[src/rtl/muldiv_pkg.sv]
// Shared types for the iterative multiply/divide unit.
// Operation and state encodings plus small decode helpers.
package muldiv_pkg;

  typedef enum logic [1:0] {
    OP_MULT  = 2'b00,
    OP_MULTU = 2'b01,
    OP_DIV   = 2'b10,
    OP_DIVU  = 2'b11
  } muldiv_op_t;

  typedef enum logic [1:0] {
    S_IDLE = 2'b00,
    S_CALC = 2'b01,
    S_FIX  = 2'b10
  } muldiv_state_t;

  // Signed ops work on magnitudes and fix the signs up at the end.
  function automatic logic op_is_signed(input muldiv_op_t o);
    return (o == OP_MULT) || (o == OP_DIV);
  endfunction

  function automatic logic op_is_div(input muldiv_op_t o);
    return (o == OP_DIV) || (o == OP_DIVU);
  endfunction

endpackage

[src/rtl/muldiv_unit_div_step.sv]
// One restoring-division iteration: shift in one dividend bit, trial-subtract
// the divisor, keep the difference if it did not go negative.
module div_step #(
  parameter int WIDTH = 32
) (
  input  logic [WIDTH-1:0] rem_i,
  input  logic             bit_i,
  input  logic [WIDTH-1:0] divisor_i,
  output logic [WIDTH-1:0] rem_o,
  output logic             q_o
);

  logic [WIDTH:0] shifted;
  logic [WIDTH:0] trial;

  assign shifted = {rem_i, bit_i};
  assign trial   = shifted - {1'b0, divisor_i};

  // With rem < divisor the shifted value is below 2*divisor, so a negative
  // trial always shows up as the top bit of the WIDTH+1 difference.
  assign q_o   = ~trial[WIDTH];
  assign rem_o = q_o ? trial[WIDTH-1:0] : shifted[WIDTH-1:0];

endmodule

[src/rtl/muldiv_unit.sv]
// Iterative multiply/divide unit owning the HI/LO pair.
// One product/quotient bit per cycle; start/busy/done handshake, cancel for
// pipeline flush, and mthi/mtlo write ports.
// Optional build macro MULDIV_EARLY_OUT_EN: multiplies stop as soon as the
// remaining multiplier bits are zero, and divide-by-zero skips the iteration
// phase entirely.
module muldiv_unit
  import muldiv_pkg::*;
#(
  parameter int WIDTH = 32
) (
  input  logic             clk,
  input  logic             reset,
  input  logic             start,
  input  logic [1:0]       op,
  input  logic [WIDTH-1:0] a,
  input  logic [WIDTH-1:0] b,
  input  logic             cancel,
  input  logic             hi_we,
  input  logic             lo_we,
  input  logic [WIDTH-1:0] wdata,
  output logic             busy,
  output logic             done,
  output logic [WIDTH-1:0] hi,
  output logic [WIDTH-1:0] lo
);

  localparam int CNT_W = $clog2(WIDTH + 1);
  localparam int PW    = 2 * WIDTH;

  muldiv_state_t    state_q;
  muldiv_op_t       op_q;
  logic [CNT_W-1:0] cnt_q;
  logic             sa_q, sb_q;
  logic [WIDTH-1:0] a_orig_q;
  // Multiply: running product. Divide: {partial remainder, dividend/quotient}.
  logic [PW-1:0]    prod_q;
  // Multiply: left-shifting multiplicand. Divide: divisor in the low half.
  logic [PW-1:0]    mcand_q;
  logic [WIDTH-1:0] mplier_q;
  logic [WIDTH-1:0] hi_q, lo_q;
  logic             busy_q, done_q;

  // Input-side decode and operand magnitudes for the launch cycle.
  muldiv_op_t       op_in;
  logic             in_signed, in_div, a_neg, b_neg;
  logic [WIDTH-1:0] a_abs, b_abs;

  assign op_in     = muldiv_op_t'(op);
  assign in_signed = op_is_signed(op_in);
  assign in_div    = op_is_div(op_in);
  assign a_neg     = in_signed & a[WIDTH-1];
  assign b_neg     = in_signed & b[WIDTH-1];
  assign a_abs     = a_neg ? -a : a;
  assign b_abs     = b_neg ? -b : b;

  logic is_div_q;
  assign is_div_q = op_is_div(op_q);

  // Per-cycle multiply step: conditionally accumulate the shifted multiplicand.
  logic [PW-1:0] mul_sum;
  assign mul_sum = prod_q + (mplier_q[0] ? mcand_q : '0);

  // Per-cycle divide step.
  logic [WIDTH-1:0] div_rem;
  logic             div_qbit;

  div_step #(.WIDTH(WIDTH)) u_div_step (
    .rem_i     (prod_q[PW-1:WIDTH]),
    .bit_i     (prod_q[WIDTH-1]),
    .divisor_i (mcand_q[WIDTH-1:0]),
    .rem_o     (div_rem),
    .q_o       (div_qbit)
  );

  // Early-exit conditions; tied off in the fixed-latency build.
  logic early_div0, early_mul;
`ifdef MULDIV_EARLY_OUT_EN
  assign early_div0 = in_div && (b == '0);
  assign early_mul  = !is_div_q && ((mplier_q >> 1) == '0);
`else
  assign early_div0 = 1'b0;
  assign early_mul  = 1'b0;
`endif

  // Sign fix-up and special cases applied when the result is written back.
  logic [PW-1:0]    mul_res;
  logic [WIDTH-1:0] quo, rem;
  logic             div_by_zero;

  assign mul_res     = (sa_q ^ sb_q) ? -prod_q : prod_q;
  assign quo         = prod_q[WIDTH-1:0];
  assign rem         = prod_q[PW-1:WIDTH];
  assign div_by_zero = (mcand_q[WIDTH-1:0] == '0);

  logic [WIDTH-1:0] fix_hi, fix_lo;

  // Select the final HI/LO values for the FIX cycle.
  always_comb begin
    fix_hi = mul_res[PW-1:WIDTH];
    fix_lo = mul_res[WIDTH-1:0];
    if (is_div_q) begin
      if (div_by_zero) begin
        fix_hi = a_orig_q;
        fix_lo = '1;
      end else begin
        fix_hi = sa_q ? -rem : rem;
        fix_lo = (sa_q ^ sb_q) ? -quo : quo;
      end
    end
  end

  // Control FSM, datapath registers and registered outputs.
  always_ff @(posedge clk) begin
    if (reset) begin
      state_q  <= S_IDLE;
      op_q     <= OP_MULT;
      cnt_q    <= '0;
      sa_q     <= 1'b0;
      sb_q     <= 1'b0;
      a_orig_q <= '0;
      prod_q   <= '0;
      mcand_q  <= '0;
      mplier_q <= '0;
      hi_q     <= '0;
      lo_q     <= '0;
      busy_q   <= 1'b0;
      done_q   <= 1'b0;
    end else begin
      done_q <= 1'b0;
      case (state_q)
        S_IDLE: begin
          // mthi/mtlo only land while idle; a completion later overwrites them.
          if (hi_we) hi_q <= wdata;
          if (lo_we) lo_q <= wdata;
          if (start && !cancel) begin
            op_q     <= op_in;
            sa_q     <= a_neg;
            sb_q     <= b_neg;
            a_orig_q <= a;
            cnt_q    <= CNT_W'(WIDTH);
            busy_q   <= 1'b1;
            mplier_q <= b_abs;
            if (in_div) begin
              prod_q  <= {{WIDTH{1'b0}}, a_abs};
              mcand_q <= {{WIDTH{1'b0}}, b_abs};
            end else begin
              prod_q  <= '0;
              mcand_q <= {{WIDTH{1'b0}}, a_abs};
            end
            state_q <= early_div0 ? S_FIX : S_CALC;
          end
        end
        S_CALC: begin
          if (cancel) begin
            state_q <= S_IDLE;
            busy_q  <= 1'b0;
          end else begin
            cnt_q <= cnt_q - CNT_W'(1);
            if (is_div_q) begin
              prod_q <= {div_rem, prod_q[WIDTH-2:0], div_qbit};
            end else begin
              prod_q   <= mul_sum;
              mcand_q  <= mcand_q << 1;
              mplier_q <= mplier_q >> 1;
            end
            if (cnt_q == CNT_W'(1) || early_mul) state_q <= S_FIX;
          end
        end
        S_FIX: begin
          state_q <= S_IDLE;
          busy_q  <= 1'b0;
          if (!cancel) begin
            hi_q   <= fix_hi;
            lo_q   <= fix_lo;
            done_q <= 1'b1;
          end
        end
        default: begin
          state_q <= S_IDLE;
          busy_q  <= 1'b0;
        end
      endcase
    end
  end

  assign busy = busy_q;
  assign done = done_q;
  assign hi   = hi_q;
  assign lo   = lo_q;

endmodule

[config.mk]
export PLATFORM = sky130hd
export DESIGN_NAME = muldiv_unit
export DESIGN_NICKNAME = d
export VERILOG_FILES = /design/src/rtl/muldiv_pkg.sv /design/src/rtl/muldiv_unit_div_step.sv /design/src/rtl/muldiv_unit.sv
export SDC_FILE = /design/constraint.sdc
export NUM_CORES = 1
export LEC_CHECK = 0
export ABC_CLOCK_PERIOD_IN_PS = 8720
export BUFFER_PORTS_ARGS = -buffer_cell sky130_fd_sc_hd__buf_2
export CAP_MARGIN = 0
export CORE_MARGIN = 2
export CORE_UTILIZATION = 35
export DETAILED_ROUTE_END_ITERATION = 8
export PLACE_DENSITY = 0.53
export SLEW_MARGIN = 20
export SYNTH_ARGS = -nofsm -noshare
export SYNTH_HDL_FRONTEND = slang
export SYNTH_HIERARCHICAL = 1
export SYNTH_SLANG_ARGS = --single-unit
[constraint.sdc]
create_clock -name clk -period 8.72 [get_ports clk]
set_clock_uncertainty 0.2 [all_clocks]
set_input_delay 1.744 -clock clk [delete_from_list [all_inputs] [get_ports clk]]
set_output_delay 1.744 -clock clk [all_outputs]
set_load 0.01 [all_outputs]
* Word level (Yosys, flattened, before mapping)
Index checks and enable logic that the tools add are counted.
** Word-level totals
- Bits of input ports :: 104
- Logic and storage cells :: 101
- Bits in registers :: 270
** Cells by class
- Bitwise operators :: 5
- Reduce and logical (&&, ||, !) cells :: 18
- Add/subtract/negate cells :: 8
- Mux-type cells :: 42
- Equality and inequality tests :: 15
** Operator list (number)
- 32-bit 2-to-1 mux :: 18
- 64-bit 2-to-1 mux :: 8
- 64-bit case mux with 2 select lines :: 2
- 32-bit case mux with 2 select lines :: 3
- 32-bit negation :: 4
- 64-bit adder :: 1
- 64-bit negation :: 1
- 33-bit by 32-bit subtractor with 33-bit output :: 1
- 32-bit zero test :: 1
- 2-bit inequality test, second input constant :: 7
- 6-bit 2-to-1 mux :: 2
- 6-bit case mux with 2 select lines :: 1
- 2-bit equality test, second input constant :: 5
- 3-bit AND reduction :: 3
- 6-bit by 1-bit equality test with 1-bit output, second input constant :: 1
- 2-bit 2-to-1 mux :: 3
- 2-bit AND reduction :: 3
- 6-bit by 1-bit subtractor with 6-bit output, second input constant :: 1
- 2-bit zero test :: 2
- 2-bit case mux with 2 select lines :: 1
- 4-bit AND reduction :: 1
- 2-bit nonzero test :: 2
- 1-bit logical OR :: 3
- 1-bit 2-to-1 mux :: 3
- other kinds (9) :: 11

* Longest topological paths before layout
- Word-level depth :: 7
- Depth in mapped cells :: 19

* Cells and area by module
The synthesis kept the hierarchy.
** Modules (own cells, without submodules)
- muldiv_unit :: instances 1, cells each 2691, area each 19434.9 µm²
- div_step :: instances 1, cells each 305, area each 2358.5 µm²

* Least setup slack after synthesis
No wires, ideal clock.
- Path kind :: input -> register
- Start :: input port a[9]
- End :: register mcand_q[29]
- Setup slack :: 4532 ps
- Path buffers :: 0
- Data arrival time :: 3861 ps
- Setup time :: 128 ps
- Stages :: 10
- Cells stage by stage :: or4_1 nor4_1 nand2_1 nor2_1 nand2_1 o31a_1 xnor2_1 o21ai_0 a222oi_1 nor2_1
** On the way
- Longest elaborated chain between the ends :: 5
** Ends and longest elaborated chain
- from (decl) :: line muldiv_unit.sv:16 : input logic [WIDTH-1:0] a,
- 32-bit negation :: line muldiv_unit.sv:54 : assign a_abs = a_neg ? -a : a;
- 32-bit 2-to-1 mux :: line muldiv_unit.sv:54
- 32-bit 2-to-1 mux :: line muldiv_unit.sv:144 : if (in_div) begin
- 64-bit 2-to-1 mux :: line muldiv_unit.sv:136 : if (start && !cancel) begin
- 64-bit case mux with 2 select lines :: line muldiv_unit.sv:131 : case (state_q)
- to (signal assigned) :: line muldiv_unit.sv:146 : mcand_q <= {{WIDTH{1'b0}}, b_abs};
- to (signal assigned) :: line muldiv_unit.sv:149 : mcand_q <= {{WIDTH{1'b0}}, a_abs};
- to (signal assigned) :: line muldiv_unit.sv:164 : mcand_q <= mcand_q << 1;
- to (decl) :: line muldiv_unit.sv:39 : logic [PW-1:0] mcand_q;
Every way passes these cells. The select of a mux whose other input is x is not followed.
A chain may end at the register's enable or synchronous reset.

* Final worst setup path
- Start :: register mplier_q[0]
- End :: register prod_q[52]
** On the way
- Longest elaborated chain between the ends :: 5
** Ends and longest elaborated chain
- from (decl) :: line muldiv_unit.sv:40 : logic [WIDTH-1:0] mplier_q;
- from (signal assigned) :: line muldiv_unit.sv:143 : mplier_q <= b_abs;
- from (signal assigned) :: line muldiv_unit.sv:165 : mplier_q <= mplier_q >> 1;
- 64-bit 2-to-1 mux :: line muldiv_unit.sv:62 : assign mul_sum = prod_q + (mplier_q[0] ? mcand_q : '0);
- 64-bit adder :: line muldiv_unit.sv:62
- 64-bit 2-to-1 mux :: line muldiv_unit.sv:160 : if (is_div_q) begin
- 64-bit 2-to-1 mux :: line muldiv_unit.sv:155 : if (cancel) begin
- 64-bit case mux with 2 select lines :: line muldiv_unit.sv:131
- to (signal assigned) :: line muldiv_unit.sv:145 : prod_q <= {{WIDTH{1'b0}}, a_abs};
- to (signal assigned) :: line muldiv_unit.sv:161 : prod_q <= {div_rem, prod_q[WIDTH-2:0], div_qbit};
- to (signal assigned) :: line muldiv_unit.sv:163 : prod_q <= mul_sum;
- to (decl) :: line muldiv_unit.sv:37 : logic [PW-1:0] prod_q;
Every way passes these cells. The select of a mux whose other input is x is not followed.

==> results_dict.tcl <==
set metrics [dict create \
    rsz0062_at_grt "no" \
    grt-ovfl-total 0 \
    maxSlewViolCount 0 \
    initial_core_util 0.354 \
    ys.warnings.count 6 \
    via_per_inst 6.05 \
    status "complete, no violations" \
    worstPathCellList "buf_4, and2_1, ha_1, fa_1, a211oi_1, o21ai_0, a21oi_1, o311ai_0, o21ai_0, a2111oi_0, or2_2, xnor2_1, o22ai_1" \
    clock-sinks 269 \
    synth-seq-area-share 0.247 \
    hold_viol 0 \
    cts_resized 0 \
    final_cell_mix "nand2_1, a21oi_1, nor2_1" \
    grt_pass1_wl_um 138000 \
    seq_area_mm2 0.00539 \
    hold_class "flop to flop" \
    crit_slowest_cell "a2111oi_0" \
    synth_top_cell_area_share 0.247 \
    final_layout_size_suffix_gt1_frac 0.115 \
    grt_pass1_vias 21700 \
    end_kind "flop" \
    die_w_um 254 \
    area_growth_pct 12.0 \
    finalCritPeriodShare 0.614 \
    critPathMostFrequentCell "o21ai_0" \
    drc 0 \
    path_clk_slew_ns 0.06 \
    worstPathMaxFanout 65 \
    period_needed_ns 5.35 \
    cellPowerDensity_mw_per_mm2 156 \
    wl_per_cell_um 24.1 \
    cts_buffers 37 \
    synthFlopType "dfxtp_1" \
    worst_skew_pair.late_latency_ns 0.59 \
    gp_congestion 1.01 \
    cts_tree "built" \
    synth-edff-count 0 \
    hpwl_um 69800 \
    nFillCells 6433 \
    netlist-cell-type-count 98 \
    arrival_ns 5.57 \
    synth-seq-cells 269 \
    core_mm2 0.0616 \
    vias 23400 \
    worst_slack_ns 3.37 \
    root_buffer "clkbuf_16" \
    vdd_drop_max_mv 0.121 \
    cts_buffer_depth 3 \
    syn_avg_cell_area_um2 7.27 \
    antenna_found_initial 1 \
    die_area_mm2 0.0643 \
    portBuffers 169 \
    hold_ws_ns 0.231 \
    die_y_um 254 \
    grt_max_degree 153 \
    final_nets 3216 \
    detail_route.first_pass.iterations 8 \
    layout_commonest_cell "nand2_1" \
    ctsHoldBuffers 0 \
    post-place-ws_ns 3.48 \
    tightest_slew_ns 1.13 \
    rows 91 \
    tns_ns 0 \
    ioPinCount 170 \
    max_freq_mhz 187 \
    h-tree-depth 2 \
    relSlewSlack 0.242 \
    synthTopCellsByArea "dfxtp_1, a21oi_1, nand2_1" \
    grt_usage 0.283 \
    ant_nets 0 \
    finalSetupViolCount 0 \
    multi_input_area_mm2 0.0153 \
    leakage_nw 9.85 \
    maxCapViolations 0 \
    async_flop_share 0 \
    cp_top_family "compound AO/OA/AOI/OAI gates" \
    syn_nets 3203 \
    path_class "flop to flop" \
    cts_setup_buffers 0 \
    routed_wl_um 93500 \
    syn_area_mm2 0.0218 \
    crit_buf_inv 1 \
    drtIter0Drc 2315 \
    netlist_instances 2996 \
    required_ns 8.94 \
    synth_top_area_cell "dfxtp_1" \
    startpoint_type "flop" \
    slowest_delay_ns 0.86 \
]
[report_power, final]
group	internal, W	leakage, nW	total [W]	switching (W)
logic	0.000274	7.01	0.000780	0.000506
clock network	0.000988	0.639	0.00163	0.000646
registers	0.00129	2.20	0.00139	0.0000974
[layout make-up]
type                    count  share of cell area
multi-input cells        2427               0.625
repair buffers            204              0.0465
clock buffers              48              0.0421
clock inverters            18              0.0110
inverters                  70              0.0111
well taps                 837              0.0429
diodes                      2            0.000205
flip-flops and latches    269               0.221
[cells in the mapped netlist, drive strengths merged (69+ instances only)]
| library cell | n |
|---|---|
| nor3 | 88 |
| and2 | 75 |
| inv | 69 |
| dfxtp | 269 |
| a21oi | 334 |
| clkbuf | 203 |
| nor2 | 332 |
| o21ai | 168 |
| ha | 101 |
| xnor2 | 119 |
| nand2 | 354 |
| xor2 | 98 |
[logic make-up after synthesis]
group / after synthesis / share of synthesized area
flip-flops: 269 / 0.247
AO/OA/AOI/OAI: 971 / 0.290
AND/OR/NAND/NOR: 1091 / 0.233
XOR/XNOR: 217 / 0.0872
multiplexers: 45 / 0.0258
adder cells (fa/ha/maj): 103 / 0.0598
buffers and inverters: 300 / 0.0568
[through the flow]
step / instance area (um2) / instances / power [W] / utilization
2_1_floorplan: 21800 / 2996 / 0.00189 / -
3_3_place_gp: 23100 / 3806 / 0.00217 / 0.374
3_5_place_dp: 23100 / 3806 / 0.00218 / 0.375
4_1_cts: 24400 / 3872 / 0.00382 / 0.396
5_1_grt: 24400 / 3873 / 0.00394 / 0.396
6_report: 24400 / 3875 / 0.00381 / 0.396
[registers in the layout (all words and copies together), names as in the netlist, 2 cells and up]
signal,flops
prod_q,64
cnt_q,6
a_orig_q,32
mplier_q,32
lo,32
mcand_q,64
hi,32
state_q,2
[worst register-to-register path: cells and delay by family (launching register included)]
family          cells  cell delay [ns]
buf+inv             1             0.48
fa+ha+maj           2             0.43
xor+xnor            1             0.13
simple gates        2             0.51
flops               1             0.30
compound gates      7             3.16
[per-layer routing]
metal  global-route usage  share of wire  vias to the layer above
met3               0.0338          0.078                      187
met4                0.141          0.053                        0
met5                    0              0                        -
met2                0.427           0.42                     1133
met1                0.395           0.45                    11200
li1                     -              -                    10900
[worst paths after layout]
| check | start | end | slack [ns] | depth (start not counted) |
|---|---|---|---|---|
| worst max-delay path | mplier_q[0]$_SDFFE_PP0P_ | prod_q[52]$_SDFFE_PP0P_ | 3.37 | 13 |
| worst min-delay path | hi[24]$_SDFFE_PP0P_ | hi[24]$_SDFFE_PP0P_ | 0.23 | 2 |
| worst max register to register | mplier_q[0]$_SDFFE_PP0P_ | prod_q[52]$_SDFFE_PP0P_ | 3.37 | 13 |
| worst min register to register | hi[24]$_SDFFE_PP0P_ | hi[24]$_SDFFE_PP0P_ | 0.23 | 2 |
Power figures use the tool's default switching activity.
